<file path="src/rtl/inst_queue.sv">
// Instruction fetch queue: accepts in-order words from the memory controller, tracks the
// next fetch PC and presents a first-word-fall-through FIFO to the decoder. Optional macro:
// INST_QUEUE_BYPASS_EN (zero-latency bypass of a word arriving into an empty queue).
module inst_queue #(
    parameter int DEPTH = 8
) (
    input  logic                     clk,
    input  logic                     rst,
    input  logic                     rdy,
    input  logic                     mem_valid,
    input  logic [31:0]              mem_inst,
    input  logic [31:0]              mem_pc,
    output logic                     fetch_en,
    output logic [31:0]              fetch_pc,
    input  logic                     redirect,
    input  logic [31:0]              redirect_pc,
    input  logic                     dec_ready,
    output logic                     dec_valid,
    output logic [31:0]              dec_inst,
    output logic [31:0]              dec_pc,
    output logic [$clog2(DEPTH):0]   count
);

    localparam int AW = $clog2(DEPTH);
    localparam int CW = AW + 1;
    localparam logic [CW-1:0] FULL_CNT  = CW'(DEPTH);
    localparam logic [CW-1:0] FETCH_MAX = CW'(DEPTH - 2);

`ifdef INST_QUEUE_BYPASS_EN
    localparam logic BYPASS_EN = 1'b1;
`else
    localparam logic BYPASS_EN = 1'b0;
`endif

    logic [AW-1:0] head_q, head_d;
    logic [AW-1:0] tail_q, tail_d;
    logic [CW-1:0] count_q, count_d;
    logic [31:0]   fetch_pc_q, fetch_pc_d;

    logic [31:0]   inst_mem [DEPTH];
    logic [31:0]   pc_mem   [DEPTH];

    logic live;
    logic redirect_go;
    logic q_empty;
    logic q_full;
    logic accept;
    logic bypass_hit;
    logic bypass_take;
    logic q_pop;
    logic q_push;

    // Reset is folded in so nothing leaks to the outputs while rst is held low.
    assign live        = rst & rdy;
    assign redirect_go = live & redirect;
    assign q_empty     = (count_q == '0);
    assign q_full      = (count_q == FULL_CNT);

    // A redirect outranks everything: same-cycle deliveries and pops are ignored.
    assign accept      = live & ~redirect & mem_valid & (mem_pc == fetch_pc_q) & ~q_full;
    assign bypass_hit  = BYPASS_EN & q_empty & accept;
    assign bypass_take = bypass_hit & dec_ready;
    assign q_pop       = live & ~redirect & ~q_empty & dec_ready;
    assign q_push      = accept & ~bypass_take;

    assign fetch_en = live & ~redirect & (count_q <= FETCH_MAX);
    assign fetch_pc = fetch_pc_q;
    assign count    = count_q;

    // NOTE: every output of a combinational block gets a default first, so no path can infer a latch.
    always_comb begin
        dec_valid = 1'b0;
        dec_inst  = '0;
        dec_pc    = '0;
        if (!q_empty) begin
            dec_valid = 1'b1;
            dec_inst  = inst_mem[head_q];
            dec_pc    = pc_mem[head_q];
        end else if (bypass_hit) begin
            dec_valid = 1'b1;
            dec_inst  = mem_inst;
            dec_pc    = mem_pc;
        end
    end

    always_comb begin
        head_d     = head_q;
        tail_d     = tail_q;
        count_d    = count_q;
        fetch_pc_d = fetch_pc_q;
        if (redirect_go) begin
            head_d     = '0;
            tail_d     = '0;
            count_d    = '0;
            fetch_pc_d = redirect_pc & 32'hFFFF_FFFC;
        end else begin
            if (q_push) begin
                tail_d = tail_q + 1'b1;
            end
            if (q_pop) begin
                head_d = head_q + 1'b1;
            end
            if (accept) begin
                fetch_pc_d = fetch_pc_q + 32'd4;
            end
            count_d = count_q + CW'(q_push) - CW'(q_pop);
        end
    end

    // NOTE: sequential state uses non-blocking assignments so every register samples pre-edge values.
    always_ff @(posedge clk or negedge rst) begin
        if (!rst) begin
            head_q     <= '0;
            tail_q     <= '0;
            count_q    <= '0;
            fetch_pc_q <= '0;
        end else begin
            head_q     <= head_d;
            tail_q     <= tail_d;
            count_q    <= count_d;
            fetch_pc_q <= fetch_pc_d;
        end
    end

    // NOTE: storage is left unreset; count gates every read, so stale contents are never observed.
    always_ff @(posedge clk) begin
        if (q_push) begin
            inst_mem[tail_q] <= mem_inst;
            pc_mem[tail_q]   <= mem_pc;
        end
    end

    // Pointer/occupancy consistency: with natural wrap, tail - head equals count modulo DEPTH.
    always @(posedge clk) begin
        if (rst) begin
            assert (count_q <= FULL_CNT)
                else $error("inst_queue: count above DEPTH");
            assert (AW'(tail_q - head_q) == count_q[AW-1:0])
                else $error("inst_queue: pointers disagree with count");
        end
    end

endmodule
</file>
<file path="config.mk">
export PLATFORM = sky130hd
export DESIGN_NAME = inst_queue
export DESIGN_NICKNAME = d
export VERILOG_FILES = /design/src/rtl/inst_queue.sv
export SDC_FILE = /design/constraint.sdc
export NUM_CORES = 1
export LEC_CHECK = 0
export BUFFER_PORTS_ARGS = -buffer_cell sky130_fd_sc_hd__buf_2
export CAP_MARGIN = 30
export CORE_MARGIN = 2
export CORE_UTILIZATION = 33
export DETAILED_ROUTE_END_ITERATION = 10
export GPL_TIMING_DRIVEN = 0
export PLACE_DENSITY = 0.53
export SYNTH_ARGS = -nofsm -noshare
export SYNTH_HDL_FRONTEND = slang
export SYNTH_SLANG_ARGS = --single-unit
export TNS_END_PERCENT = 10
</file>
<file path="constraint.sdc">
create_clock -name clk -period 11.8 [get_ports clk]
set_clock_uncertainty 0.1 [all_clocks]
set_input_delay 1.18 -clock clk [delete_from_list [all_inputs] [get_ports clk]]
set_output_delay 1.18 -clock clk [all_outputs]
set_load 0.1 [all_outputs]
</file>
==> summary.md <==
| Metric | Value |
|---|---|
| Post_cts resized | 0 |
| CTS tree | yes |
| CP Max Fanout | 10 |
| Router iterations before antenna repair | 5 |
| IO Count | 204 |
| R2r worst-path depth | 12 |
| CP cell instances | clkbuf_1, clkbuf_1, mux4_2, mux2i_1, nor2_1, buf_2 |
| Commonest non-fill, non-tap cells in the layout | 512 x edfxtp_1, 202 x buf_2, 128 x mux4_2, 93 x nor2_1, 68 x mux2i_1 |
| Tot GR Track Use | 0.160 |
| Fin area | 0.0270 mm² |
| Synth cell types | 43 |
| Crit end category | output port |
| Ys Warns | 0 |
| Die area | 0.0688 mm² |
| Post-Synthesis Cell Area | 0.0220 mm² |
| Most Frequent Cell on Critical Path | clkbuf_1 |
| Mean Syn Cell Area | 19.7 µm² |
| Clock buffer count from CTS | 59 |
| Final setup viols | 0 |
| Fin Setup TNS | 0 ns |
| Slowest cell on the critical path | clkbuf_1 |
| Rows | 94 |
| Max cap viols | 0 |
| Slew HR | 0.317 |
| First-pass GRT wire length | 81800 µm |
| Syn Inst Count | 1120 |
| DRC | 0 |
| Critical path launch point type | flop |
| Wire per inst | 23.1 µm |
| Ys async rst share | 0.0725 |
| Final hold vios | 0 |
| Worst-Margin Slew | 1.02 ns |
| FILL cells | 5906 |
| Pleak | 8.96 nW |
| DR iter-0 viols | 756 |
| Chip height | 262 µm |
| RSZ-0062 raised after global routing | false |
| Fraction of layout cells with a size suffix above 1 | 0.339 |
| Die W | 262 µm |
| Port Buffers | 199 |
| Part of the Yosys area used for sequential elements | 0.743 |
| Total Power | 6.22 mW |
| Antenna cells | 0 |
| Fin. max-slew vios | 0 |
| Hold_ws | 0.489 ns |
| Clk_lat worst skew | 0.59 ns |
| Peak VDD IR | 0.116 mV |
| Initial antenna violation count | 3 |
| Status | complete, no violations |
| DP HPWL | 39000 µm |
| Final Cycle Share | 0.407 |
| Most used DFF post-synth | edfxtp_1 |
| Clk slew on worst S/H paths | 0.06 ns |
| Cell area after placement | 0.0250 mm² |
| FMAX | 208 MHz |
| Vias per inst | 4.85 |
| Flops & latches, synth | 552 |
| HP Class | input port to asynchronous set/reset pin |
| CTS Root Cell | clkbuf_16 |
| Min cycle time layout | 4.80 ns |
| Clock Path Buffers | 3 |
| Placeable core area | 0.0660 mm² |
| Routed WL | 55100 µm |
| Starting Density | 0.334 |
| Final net count | 1581 |
| Number of global-route vias before repair | 12200 |
| H-tree depth | 2 |
| Most common cell after layout, fill and taps aside | edfxtp_1 |
| ANT nets after route | 0 |
| Pwr dens | 231 mW/mm² |
| Total global routing overflow | 0 |
| Routability Congestion | 0.797 |
| Synthesis-to-finish area growth | 22.4% |
| CTS Hold Buffers Added | 0 |
| Crit path arrival time | 3.52 ns |
| Postcts setup bufs | 0 |
| Critical Path RT | 10.52 ns |
| Vias | 11500 |
| Clock Sinks | 552 |
| Critical Path Max Stage Delay | 0.61 ns |
| Largest net degree at the start of global routing | 24 |
| Critical path class | flop to output port |
| Post-synth EDFFs | 512 |
stage by stage:
step | setup slack [ns] | std cells | util
CTS | 6.64 | 2378 | 0.408
floorplan | 2.13 | 1121 | -
finish | 7.00 | 2382 | 0.409
detailed placement | 6.36 | 2267 | 0.380
global route | 6.74 | 2382 | 0.409
global placement | -6.88 | 2184 | 0.365
flip-flops by register name (all words and copies together) (netlist names):
register and flops:
count 4, fetch_pc 30, head_q 3, inst_mem 256, pc_mem 256, tail_q 3
cell usage after synthesis (2+ instances only):
| master | n | area [µm²] |
|---|---|---|
| and2_1 | 6 | 37.5 |
| buf_6 | 2 | 22.5 |
| o21ai_1 | 2 | 10.0 |
| xnor2_1 | 31 | 272 |
| o21ai_0 | 12 | 60.1 |
| or4_1 | 2 | 15.0 |
| nand3_1 | 17 | 85.1 |
| inv_1 | 9 | 33.8 |
| mux2i_1 | 68 | 681 |
| nand4_1 | 12 | 75.1 |
| nor4b_1 | 2 | 17.5 |
| nor2_1 | 94 | 353 |
| clkbuf_1 | 34 | 128 |
| buf_1 | 20 | 75.1 |
| buf_4 | 2 | 15.0 |
| mux4_2 | 128 | 2880 |
| a311oi_1 | 2 | 17.5 |
| ha_1 | 10 | 125 |
| a211oi_1 | 6 | 45.0 |
| a21oi_1 | 11 | 55.1 |
| nand2_1 | 26 | 97.6 |
| dfrtp_1 | 40 | 1000 |
| xor2_1 | 27 | 236 |
| and3_1 | 12 | 75.1 |
| nor3b_1 | 5 | 37.5 |
| edfxtp_1 | 512 | 15400 |
| nor3_1 | 9 | 45.0 |
| and4_1 | 2 | 17.5 |
| buf_2 | 3 | 15.0 |
power breakdown:
part | total [mW] | switching, mW | internal, mW
Combinational | 2.24 | 1.69 | 0.551
Clock | 1.78 | 0.738 | 1.04
Sequential | 2.21 | 0.0445 | 2.16
logic make-up (layout without fill, tap and decap cells):
group,count (synthesis),count (layout),synth area share
other,1,2,0.000170
multiplexers,196,196,0.162
XOR/XNOR,58,58,0.0231
adder cells (fa/ha/maj),11,11,0.00659
buffers and inverters,71,468,0.0133
AND/OR/NAND/NOR,195,195,0.0422
AO/OA/AOI/OAI,36,36,0.00971
flip-flops,552,552,0.743
worst max-delay path: cells and delay by family (launching register included):
family | cells | cell delay (ns)
and+or+nand+nor | 1 | 0.36
buffers and inverters | 3 | 1.73
DFF | 1 | 0.40
muxes | 2 | 0.42
worst paths after layout:
path | from | endpoint | slack, ns
worst max-delay path | head_q[1] | dec_pc[19] | 7.00
worst min-delay path | rst | fetch_pc[22] | 0.49
worst max register to register | fetch_pc[23] | inst_mem[6][25] | 7.83
worst min register to register | fetch_pc[5] | fetch_pc[5] | 0.51
max in group asynchronous | rst | fetch_pc[2] | 10.58
min in group clk | fetch_pc[5] | fetch_pc[5] | 0.51
per-layer routing:
layer	up-vias	part of all wire	track usage
li1	5181	-	-
met1	5995	0.46	0.224
met2	315	0.48	0.260
met3	55	0.053	0.0305
met4	2	0.012	0.0348
met5	-	0.00034	0
layout make-up:
cell class	count	area [µm²]	area share
multi-input cells	498	5410	0.201
well taps	864	1080	0.0401
repair buffers	286	1940	0.0719
flip-flops and latches	552	16400	0.607
inverters	10	37.5	0.00139
clock buffers	83	1620	0.0600
plain buffers	61	256	0.00951
clock inverters	28	246	0.00914
Power figures use the tool's default switching activity.
